File: config.mk
export PLATFORM = sky130hd
export DESIGN_NAME = ysyx_22041071_mul_ctrl
export DESIGN_NICKNAME = d
export VERILOG_FILES = /design/src/rtl/ysyx_22041071_mul_ctrl_pkg.sv /design/src/rtl/ysyx_22041071_mul_opfmt.sv /design/src/rtl/ysyx_22041071_mul_ctrl.sv
export SDC_FILE = /design/constraint.sdc
export NUM_CORES = 1
export LEC_CHECK = 0
export CORE_AREA = 2 2 178 180
export CTS_BUF_LIST = sky130_fd_sc_hd__clkbuf_8
export CTS_CLUSTER_DIAMETER = 120
export CTS_CLUSTER_SIZE = 12
export DETAILED_ROUTE_END_ITERATION = 8
export DIE_AREA = 0 0 180 182
export GPL_TIMING_DRIVEN = 0
export MAX_ROUTING_LAYER = met4
export PLACE_DENSITY_LB_ADDON = 0.08
export SYNTH_ARGS = -nofsm -noshare
export SYNTH_HDL_FRONTEND = slang
export SYNTH_HIERARCHICAL = 1
export SYNTH_SLANG_ARGS = --single-unit
File: constraint.sdc
create_clock -name clk -period 8.5 [get_ports clk]
set_input_delay 1.7 -clock clk [delete_from_list [all_inputs] [get_ports clk]]
set_output_delay 1.7 -clock clk [all_outputs]
set_load 0.1 [all_outputs]
File: src/rtl/ysyx_22041071_mul_ctrl_pkg.sv
// Shared encodings for the multiplier controller: op codes, FSM states and result-select helper.
// Optional zero-operand bypass is enabled by defining YSYX_22041071_MUL_ZERO_BYPASS_EN.
package ysyx_22041071_mul_ctrl_pkg;

  localparam int MUL_XLEN_DEF = 64;

  localparam logic [1:0] MUL_OP_MUL    = 2'b00;
  localparam logic [1:0] MUL_OP_MULH   = 2'b01;
  localparam logic [1:0] MUL_OP_MULHSU = 2'b10;
  localparam logic [1:0] MUL_OP_MULHU  = 2'b11;

  typedef enum logic [1:0] {
    MUL_ST_IDLE = 2'd0,
    MUL_ST_BUSY = 2'd1,
    MUL_ST_DONE = 2'd2
  } mul_state_e;

  typedef enum logic [1:0] {
    RES_SEL_LO = 2'd0,
    RES_SEL_HI = 2'd1,
    RES_SEL_W  = 2'd2
  } res_sel_e;

  // A word op always takes the sign-extended low word, whatever mul_op says.
  function automatic res_sel_e res_sel_of(input logic [1:0] op, input logic w);
    res_sel_e sel;
    if (w)
      sel = RES_SEL_W;
    else if (op == MUL_OP_MUL)
      sel = RES_SEL_LO;
    else
      sel = RES_SEL_HI;
    return sel;
  endfunction

endpackage

File: src/rtl/ysyx_22041071_mul_opfmt.sv
// Combinational operand formatter: sign/zero-extends both sources to XLEN+2 bits,
// or sign-extends the low words for MULW.
module ysyx_22041071_mul_opfmt
  import ysyx_22041071_mul_ctrl_pkg::*;
#(
  parameter int XLEN = MUL_XLEN_DEF
) (
  input  logic [1:0]      op,
  input  logic            w,
  input  logic [XLEN-1:0] src1,
  input  logic [XLEN-1:0] src2,
  output logic [XLEN+1:0] x,
  output logic [XLEN+1:0] y
);

  logic x_signed;
  logic y_signed;

  assign x_signed = (op != MUL_OP_MULHU);
  assign y_signed = (op == MUL_OP_MUL) || (op == MUL_OP_MULH);

  always_comb begin
    x = '0;
    y = '0;
    if (w) begin
      x = {{(XLEN-30){src1[31]}}, src1[31:0]};
      y = {{(XLEN-30){src2[31]}}, src2[31:0]};
    end else begin
      x = {{2{x_signed & src1[XLEN-1]}}, src1};
      y = {{2{y_signed & src2[XLEN-1]}}, src2};
    end
  end

endmodule

File: src/rtl/ysyx_22041071_mul_ctrl.sv
// Sequencing controller for the multi-cycle multiplier datapath: accept, launch, wait DP_LAT, select, hand off.
// Define YSYX_22041071_MUL_ZERO_BYPASS_EN to short-circuit zero operands straight to DONE.
module ysyx_22041071_mul_ctrl
  import ysyx_22041071_mul_ctrl_pkg::*;
#(
  parameter int XLEN   = MUL_XLEN_DEF,
  parameter int DP_LAT = 3
) (
  input  logic            clk,
  input  logic            rst,
  input  logic            flush,
  input  logic            mul_valid,
  output logic            mul_ready,
  input  logic [1:0]      mul_op,
  input  logic            mul_w,
  input  logic [XLEN-1:0] mul_src1,
  input  logic [XLEN-1:0] mul_src2,
  output logic            dp_start,
  output logic [XLEN+1:0] dp_x,
  output logic [XLEN+1:0] dp_y,
  input  logic [XLEN-1:0] dp_prod_hi,
  input  logic [XLEN-1:0] dp_prod_lo,
  output logic            out_valid,
  input  logic            out_ready,
  output logic [XLEN-1:0] out_result
);

  localparam int CNT_W = (DP_LAT < 1) ? 1 : $clog2(DP_LAT + 1);

  mul_state_e      state_reg, state_next;
  logic [CNT_W-1:0] cnt_reg;
  res_sel_e        sel_reg;
  logic            dp_start_reg;
  logic [XLEN+1:0] dp_x_reg, dp_y_reg;
  logic            out_valid_reg;
  logic [XLEN-1:0] out_result_reg;

  logic [XLEN+1:0] fmt_x, fmt_y;
  logic            accept;
  logic            lat_done;
  logic            out_fire;
  logic            fmt_zero;
  logic [XLEN-1:0] result_next;

  ysyx_22041071_mul_opfmt #(.XLEN(XLEN)) u_opfmt (
    .op   (mul_op),
    .w    (mul_w),
    .src1 (mul_src1),
    .src2 (mul_src2),
    .x    (fmt_x),
    .y    (fmt_y)
  );

`ifdef YSYX_22041071_MUL_ZERO_BYPASS_EN
  assign fmt_zero = (fmt_x == '0) || (fmt_y == '0);
`else
  assign fmt_zero = 1'b0;
`endif

  assign mul_ready = (state_reg == MUL_ST_IDLE) && !flush;
  assign accept    = mul_valid && mul_ready;
  // Counter reaches DP_LAT in the cycle the datapath product is valid.
  assign lat_done  = (state_reg == MUL_ST_BUSY) && (cnt_reg == CNT_W'(DP_LAT));
  assign out_fire  = out_valid_reg && out_ready;

  always_comb begin
    result_next = dp_prod_hi;
    case (sel_reg)
      RES_SEL_LO: result_next = dp_prod_lo;
      RES_SEL_HI: result_next = dp_prod_hi;
      RES_SEL_W:  result_next = {{(XLEN-32){dp_prod_lo[31]}}, dp_prod_lo[31:0]};
      default:    result_next = dp_prod_hi;
    endcase
  end

  always_comb begin
    state_next = state_reg;
    if (flush) begin
      state_next = MUL_ST_IDLE;
    end else begin
      case (state_reg)
        MUL_ST_IDLE: if (accept) state_next = fmt_zero ? MUL_ST_DONE : MUL_ST_BUSY;
        MUL_ST_BUSY: if (lat_done) state_next = MUL_ST_DONE;
        MUL_ST_DONE: if (out_fire) state_next = MUL_ST_IDLE;
        default:     state_next = MUL_ST_IDLE;
      endcase
    end
  end

  always_ff @(posedge clk or posedge rst) begin
    if (rst) begin
      state_reg      <= MUL_ST_IDLE;
      cnt_reg        <= '0;
      sel_reg        <= RES_SEL_LO;
      dp_start_reg   <= 1'b0;
      dp_x_reg       <= '0;
      dp_y_reg       <= '0;
      out_valid_reg  <= 1'b0;
      out_result_reg <= '0;
    end else begin
      state_reg    <= state_next;
      dp_start_reg <= accept && !fmt_zero;

      if (accept) begin
        dp_x_reg <= fmt_x;
        dp_y_reg <= fmt_y;
        sel_reg  <= res_sel_of(mul_op, mul_w);
      end

      if (flush || accept)
        cnt_reg <= '0;
      else if ((state_reg == MUL_ST_BUSY) && !lat_done)
        cnt_reg <= cnt_reg + 1'b1;

      // out_result survives flush; only a fresh completion or reset replaces it.
      if (flush) begin
        out_valid_reg <= 1'b0;
      end else if (lat_done) begin
        out_valid_reg  <= 1'b1;
        out_result_reg <= result_next;
      end else if (accept && fmt_zero) begin
        out_valid_reg  <= 1'b1;
        out_result_reg <= '0;
      end else if (out_fire) begin
        out_valid_reg <= 1'b0;
      end
    end
  end

  assign dp_start   = dp_start_reg;
  assign dp_x       = dp_x_reg;
  assign dp_y       = dp_y_reg;
  assign out_valid  = out_valid_reg;
  assign out_result = out_result_reg;

endmodule

After elaboration in Yosys (flattened, before gate mapping)

Cells that the tools add are included.

Flip-flop bits (word level): 204
Bits of input ports: 264
Logic and storage cells: 52

Equal/unequal tests: 9
Mux-type cells: 15
Bitwise gates (word level): 3
Reduce and logical (&&, ||, !) cells: 16
$add $sub $neg: 1

Operator list:

| operator              | number |
|---|---|
| $mux W66              | 2 |
| $pmux W64 S2          | 1 |
| $mux W2               | 7 |
| $ne A3 B3 Y1 const B  | 3 |
| $eq A2 B2 Y1 const B  | 3 |
| $logic_not A2 Y1      | 3 |
| $pmux W2 S3           | 1 |
| $logic_and A1 B1 Y1   | 5 |
| $eq A2 B1 Y1 const B  | 2 |
| $mux W1               | 4 |
| $reduce_and A3 Y1     | 1 |
| $reduce_bool A3 Y1    | 1 |
| $add A2 B1 Y2 const B | 1 |
| $and A1 B1 Y1         | 2 |
| $logic_not A1 Y1      | 2 |
| $logic_or A1 B1 Y1    | 2 |
| $ne A2 B2 Y1 const B  | 1 |
| $reduce_and A2 Y1     | 1 |
| $reduce_bool A2 Y1    | 1 |
| $not A1 Y1            | 1 |

Longest topological paths before layout

Gate-level depths: netlist of the first run.

Word-level depth: 6
Mapped depth: 7
Depth with buffers taken out: 4

By module

The synthesis of the first run kept the hierarchy.

By module, submodules not included:

| module                  | area each (um2) | instances | cells an instance | sequential area each (um2) |
|---|---|---|---|---|
| ysyx_22041071_mul_ctrl  | 8,922.3         | 1         | 625               | 5,104.9 |
| ysyx_22041071_mul_opfmt | 1,356.3         | 1         | 212               | 0.0 |

Worst setup path after synthesis of the first run

Ideal clock, no wire load.

Kind: in2out
Start point: input port flush
End point: output port mul_ready
Slack: 3,889 ps
Arrival time: 2,911 ps
Buffers on the path: 0
Stages: 1
Cells stage by stage: nor3_2

Longest elaborated chain between the ends: 2

RTL lines:

| item                | line                         | source |
|---|---|---|
| start, declared     | ysyx_22041071_mul_ctrl.sv:11 | `input logic flush,` |
| $logic_not A1 Y1    | ysyx_22041071_mul_ctrl.sv:60 | `assign mul_ready = (state_reg == MUL_ST_IDLE) && !flush;` |
| $logic_and A1 B1 Y1 | ysyx_22041071_mul_ctrl.sv:60 |  |
| end, declared       | ysyx_22041071_mul_ctrl.sv:13 | `output logic mul_ready,` |

No other way between the ends.

Worst setup path after layout of the first run

Ends and elaborated chain as after synthesis.

==> results of run 1 <==
synthesized netlist by cell type, types with 2 or more instances:
master / instances / area (µm²)
inv_1: 64 / 240
buf_4: 68 / 510
mux2i_1: 34 / 340
buf_6: 11 / 124
dfrtp_1: 204 / 5100
buf_1: 3 / 11.3
buf_12: 13 / 260
o22ai_1: 32 / 200
buf_2: 12 / 60.1
nand3b_1: 2 / 15.0
nand2b_4: 2 / 27.5
nor2b_1: 32 / 200
mux2_1: 7 / 78.8
o21ai_2: 30 / 263
o21ai_1: 9 / 45.0
nand2_4: 2 / 22.5
clkbuf_1: 12 / 45.0
nor3_1: 2 / 10.0
o21ai_0: 90 / 450
nand2_1: 66 / 248
mux2_4: 126 / 1890
power breakdown:
group          internal, W  switching [W]  leakage [nW]
clock network     0.000220       0.000337         0.151
logic             0.000606        0.00142          4.05
registers          0.00112      0.0000873          2.57
total              0.00195        0.00184          6.77
logic make-up (layout without fill, tap and decap cells):
| group | after synthesis | count (layout) |
|---|---|---|
| AOI/OAI and AO/OA | 165 | 165 |
| other | 0 | 2 |
| muxes | 167 | 167 |
| buffers and inverters | 185 | 607 |
| xor gates and xnor gates | 1 | 1 |
| DFF | 204 | 204 |
| and+or+nand+nor | 114 | 114 |
| adders and majority gates | 1 | 1 |
area by class of cell:
cell class	instances	area, µm²	area share [%]
repair buffers	401	4030	26.7
plain buffers	121	1030	6.82
inverters	64	248	1.64
diodes	2	5.00	0.0331
clock buffers	21	289	1.91
multi-input cells	448	3900	25.8
flip-flops and latches	204	5100	33.8
well taps	402	503	3.33
layer usage:
metal / up-vias / wire [µm] / track usage [%]
met2: 290 / 14500 / 29.7
met5: - / 0 / -
met1: 3562 / 12800 / 22.9
met3: 53 / 2300 / 5.09
met4: 0 / 999 / 6.28
li1: 3582 / - / -
through the flow:
| stage | total power, W | cell area (µm²) |
|---|---|---|
| 2_1_floorplan | 0.00274 | 10300 |
| 3_3_place_gp | 0.00326 | 14800 |
| 3_5_place_dp | 0.00326 | 14800 |
| 4_1_cts | 0.00385 | 15100 |
| 5_1_grt | 0.00395 | 15100 |
| 6_report | 0.00379 | 15100 |
how the worst min path moves through the flow:
stage                              start  slack [ps]  depth (start not counted)        endpoint
after floorplan             state_reg[1]         500                          1    state_reg[0]
after global placement    out_result[52]         460                          2  out_result[52]
after detailed placement  out_result[38]         470                          2  out_result[38]
after CTS                 out_result[38]         490                          2  out_result[38]
after global routing      out_result[46]         510                          2  out_result[46]
final                     out_result[51]         480                          2  out_result[51]
tightest hold or removal path, stage by stage, from the launching register on:
cell     delay [ps]
dfrtp_1         350
nand2_1          40
o21ai_0          60
==> out/qor.csv, run 1 <==
stage,metric,value,unit
detailed_routing,total number of vias,7487,
synth,share of async-settable or async-resettable flops after synthesis,100,%
detailed_routing,drt first-iter violations,270,
setup_path,Reg2Reg Setup Slack,6670,ps
die,I/O Pins,463,
run,Max Cap Violations,0,
timing,RSZ-0062 raised after global routing,no,
clocking,TritonCTS buffer count,20,
status,status,"finished, final reports clean",
layout,Final Util,48.8,%
detailed_routing,Routed Antenna Nets,0,
timing,worst slew margin relative to its limit,28.0,%
setup_path,critical path arrival,3660,ps
synth,Post-Synth Simple-Gate Area,5.67,%
place,PortBufs,400,
synth,post-synthesis sequential area ratio,49.7,%
timing,hold slack,482,ps
timing,f_max,0.186,GHz
clocking,clk root buf,clkbuf_8,
setup_path,crit start category,input port,
layout,share of cells above drive strength 1,23.2,%
synth,largest family of logic cells by synthesized area,multiplexers,
layout,fin cells,1663,
setup_path,WP buf/inv,2,
setup_path,beginning of the worst register-to-register path,cnt_reg[0],
layout,Fillers,2856,
setup_path,Setup CP Type,in2out,
setup_path,Top Family by Delay on Critical Path,buffers and inverters,
synth,Synth Area in XOR/XNOR,0.0852,%
detailed_routing,DR WL/cell,18.4,µm
die,Die H,182,µm
power_and_ir_drop,P_leak,6.77,nW
clocking,CTS Buffer Depth,3,
layout,"commonest non-fill, non-tap cell in the layout",clkdlybuf4s50_1,
global_route,antenna violations before repair,2,
setup_path,start point of the critical path,flush,
clocking,CTS Hold Bufs,0,
place,"worst slack, placed",3130,ps
detailed_routing,final WL,30700,µm
setup_path,critical path endpoint,mul_ready,
die,DIE AREA,32800,µm²
synth,ys flop type,dfrtp_1,
timing,Final setup viols,0,
global_route,global route overflow,0,
detailed_routing,DRT Pass-1 Iters,4,
place,Final HPWL DP,23200,µm
synth,post-synthesis adder-cell area fraction,0.122,%
synth,syn avg cell area,12.3,µm²
die,initial core utilization,33.2,%
setup_path,Worst EP required,6800,ps
setup_path,largest stage delay on the critical path,1190,ps
global_route,total track usage,18.6,%
timing,skew final,29.6,ps
setup_path,Reg2Reg Depth,6,
clocking,"CTS clk-pin slew, worst paths",80,ps
die,die width,180,µm
clocking,worst skew pair latency,540,ps
setup_path,Worst Path Max Fanout,7,
die,FP Rows,65,
layout,"commonest cells after routing, fill and taps aside","400 x clkdlybuf4s50_1, 204 x dfrtp_1, 126 x mux2_4",
synth,mux contribution to synthesized area,22.5,%
synth,#FFs+latches synth,204,
place,Placed Instances,1640,
setup_path,"Critical Path, Cell by Cell",clkdlybuf4s50_1 -> nor3_2 -> clkdlybuf4s50_1,
setup_path,CP dominant cell by count,clkdlybuf4s50_1,
timing,fin crit share,63.1,%
synth,yosys warns,6,
detailed_routing,Via-to-Cell Ratio,4.50,
synth,Gate Count Post-Synth,837,
timing,Setup WS post-layout,3140,ps
clocking,H-tree depth,1,
global_route,first-pass GRT wire length,46600,µm
synth,Post-Synthesis Cell Area,10300,µm²
timing,Setup TNS Final,0,ps
setup_path,Critical Path End Type,primary output,
setup_path,Worst path depth,3,
clocking,cts repair resizes,0,
timing,Worst Tran Pin Value,1080,ps
clocking,Setup Buffers After CTS,0,
synth,Synth cell types,37,
detailed_routing,# DRC,0,
power_and_ir_drop,VDD IR max,135,µV
hold_path,Hold Path Class,reg2reg,
synth,post-synthesis compound-gate area fraction,9.60,%
die,Core ar.,31000,µm²
clocking,CTS tree,done,
timing,final hold vios,0,
clocking,clock sinks,204,
power_and_ir_drop,Power Dens Cells,251,nW/µm²
layout,Final #Nets,1525,
layout,Syn-to-layout area delta,47.0,%
place,GPL Wtd Cong,0.807,
global_route,vias in the first global route,7864,
synth,"EDFF count, synth",0,
timing,fin crit period,5360,ps
timing,Slew Limit Fails,0,
setup_path,reg2reg end,out_result[39],
setup_path,Critical-path top delay cell,clkdlybuf4s50_1,
synth,syn_nets,1102,
global_route,largest net degree at the start of global routing,114,
No activity file was read; power rests on OpenSTA's default activity.
==> inputs of run 2 (changes only) <==
--- a/config.mk
+++ b/config.mk
@@ -5,12 +5,12 @@
 export SDC_FILE = /design/constraint.sdc
 export NUM_CORES = 1
 export LEC_CHECK = 0
-export CORE_AREA = 2 2 178 180
+export CORE_AREA = 2 2 181 183
 export CTS_BUF_LIST = sky130_fd_sc_hd__clkbuf_8
 export CTS_CLUSTER_DIAMETER = 120
 export CTS_CLUSTER_SIZE = 12
 export DETAILED_ROUTE_END_ITERATION = 8
-export DIE_AREA = 0 0 180 182
+export DIE_AREA = 0 0 183 185
 export GPL_TIMING_DRIVEN = 0
 export MAX_ROUTING_LAYER = met4
 export PLACE_DENSITY_LB_ADDON = 0.08
==> constraint.sdc (replaced) <==
create_clock -name clk -period 4.9 [get_ports clk]
set_input_delay 0.98 -clock clk [delete_from_list [all_inputs] [get_ports clk]]
set_output_delay 0.98 -clock clk [all_outputs]
set_load 0.1 [all_outputs]
==> out/qor.csv, run 2 (synthesis results as in run 1) <==
stage,metric,value,unit,change
timing,skew final,39.2,ps,was 29.6 ps
detailed_routing,# DRC,0,,unchanged
setup_path,Critical Path End Type,primary output,,unchanged
global_route,largest net degree at the start of global routing,39,,was 114
layout,Syn-to-layout area delta,48.0,%,was 47.0%
run,Max Cap Violations,0,,unchanged
setup_path,crit start category,input port,,unchanged
clocking,H-tree depth,1,,unchanged
detailed_routing,Routed Antenna Nets,0,,unchanged
clocking,CTS Hold Bufs,0,,unchanged
die,initial core utilization,32.1,%,was 33.2%
die,I/O Pins,463,,unchanged
status,status,"finished, final reports clean",,unchanged
place,Final HPWL DP,24200,µm,was 23200 µm
global_route,total track usage,18.5,%,was 18.6%
timing,f_max,0.254,GHz,
layout,"commonest non-fill, non-tap cell in the layout",clkdlybuf4s50_1,,unchanged
setup_path,Setup CP Type,in2out,,unchanged
detailed_routing,DRT Pass-1 Iters,4,,unchanged
power_and_ir_drop,Power Dens Cells,433,nW/µm²,was 251 nW/µm²
clocking,clock sinks,204,,unchanged
timing,Setup TNS Final,0,ps,unchanged
clocking,"CTS clk-pin slew, worst paths",80,ps,about the same
setup_path,Worst EP required,3920,ps,was 6800 ps
setup_path,Worst Path Max Fanout,7,,unchanged
layout,fin cells,1675,,was 1663
clocking,Setup Buffers After CTS,0,,unchanged
layout,Final #Nets,1530,,was 1525
detailed_routing,total number of vias,7481,,was 7487
clocking,worst skew pair latency,540,ps,about the same
timing,Slew Limit Fails,0,,unchanged
timing,worst slew margin relative to its limit,27.6,%,was 28.0%
clocking,cts repair resizes,0,,unchanged
die,Core ar.,32000,µm²,was 31000 µm²
setup_path,Critical-path top delay cell,clkdlybuf4s50_1,,unchanged
place,PortBufs,400,,unchanged
clocking,CTS Buffer Depth,3,,unchanged
setup_path,"Critical Path, Cell by Cell",clkdlybuf4s50_1 -> nor3_2 -> clkdlybuf4s50_1,,unchanged
place,Placed Instances,1651,,was 1640
place,GPL Wtd Cong,0.793,,was 0.807
power_and_ir_drop,P_leak,6.81,nW,was 6.77 nW
global_route,vias in the first global route,7642,,was 7864
timing,RSZ-0062 raised after global routing,no,,unchanged
timing,Worst Tran Pin Value,1080,ps,about the same
detailed_routing,DR WL/cell,18.8,µm,was 18.4 µm
die,DIE AREA,33900,µm²,was 32800 µm²
setup_path,CP dominant cell by count,clkdlybuf4s50_1,,unchanged
timing,hold slack,482,ps,about the same
clocking,TritonCTS buffer count,20,,unchanged
timing,final hold vios,0,,unchanged
timing,fin crit share,80.3,%,
detailed_routing,final WL,31500,µm,was 30700 µm
layout,"commonest cells after routing, fill and taps aside","400 x clkdlybuf4s50_1, 204 x dfrtp_1, 126 x mux2_4",,unchanged
clocking,clk root buf,clkbuf_8,,unchanged
global_route,global route overflow,0,,unchanged
timing,Final setup viols,0,,unchanged
detailed_routing,drt first-iter violations,304,,was 270
global_route,antenna violations before repair,2,,unchanged
setup_path,largest stage delay on the critical path,1190,ps,about the same
die,die width,183,µm,was 180 µm
global_route,first-pass GRT wire length,46700,µm,was 46600 µm
hold_path,Hold Path Class,reg2reg,,unchanged
detailed_routing,Via-to-Cell Ratio,4.47,,was 4.50
die,Die H,185,µm,was 182 µm
die,FP Rows,66,,was 65
power_and_ir_drop,VDD IR max,210,µV,was 135 µV
setup_path,critical path arrival,2960,ps,was 3660 ps
layout,share of cells above drive strength 1,23.5,%,was 23.2%
clocking,CTS tree,done,,unchanged
timing,fin crit period,3940,ps,
layout,Final Util,47.5,%,was 48.8%
[run 2: stage by stage]
stage / setup WS (ps) / power, W / cell area, µm²
4_1_cts: 946 / 0.00668 / 15200
3_3_place_gp: -676 / 0.00565 / 14800
6_report: 964 / 0.00659 / 15200
2_1_floorplan: 1280 / 0.00475 / 10300
5_1_grt: 888 / 0.00686 / 15200
3_5_place_dp: 964 / 0.00567 / 14900
[run 2: power by group]
part           internal, W  leakage, nW  total [W]  switching, W
sequential         0.00195         2.57    0.00210      0.000153
combinational      0.00106         4.09    0.00352       0.00247
clock             0.000382        0.151   0.000963      0.000581
[run 2: final timing paths]
kind,from,slack (ps),to,cells past startpoint
worst max-delay path,flush,960,mul_ready,3
worst min-delay path,out_result[18],480,out_result[18],2
worst max register to register,cnt_reg[0],3080,out_result[7],5
worst min register to register,out_result[18],480,out_result[18],2
max in group asynchronous,rst,3180,out_result[53],5
min in group asynchronous,rst,790,dp_x[52],2
[run 2: final cells by class]
type | count | area (µm²)
clock buffer | 21 | 289
antenna | 3 | 7.51
buffer | 121 | 1030
inverter | 64 | 244
multi-input combinational | 448 | 3900
fill | 3026 | 16800
tap | 408 | 510
timing repair buffer | 406 | 4120
sequential | 204 | 5100
[run 2: routing by layer]
layer / wire length [µm] / up-vias / track usage, %
met5: 0 / - / -
met4: 738 / 0 / 4.83
met3: 1950 / 34 / 4.31
met2: 15300 / 256 / 30.0
met1: 13500 / 3597 / 23.5
li1: - / 3594 / -
[run 2: critical path: cells and delay by family]
kind | cells | cell delay, ps
buffers and inverters | 2 | 1720
and+or+nand+nor | 1 | 250
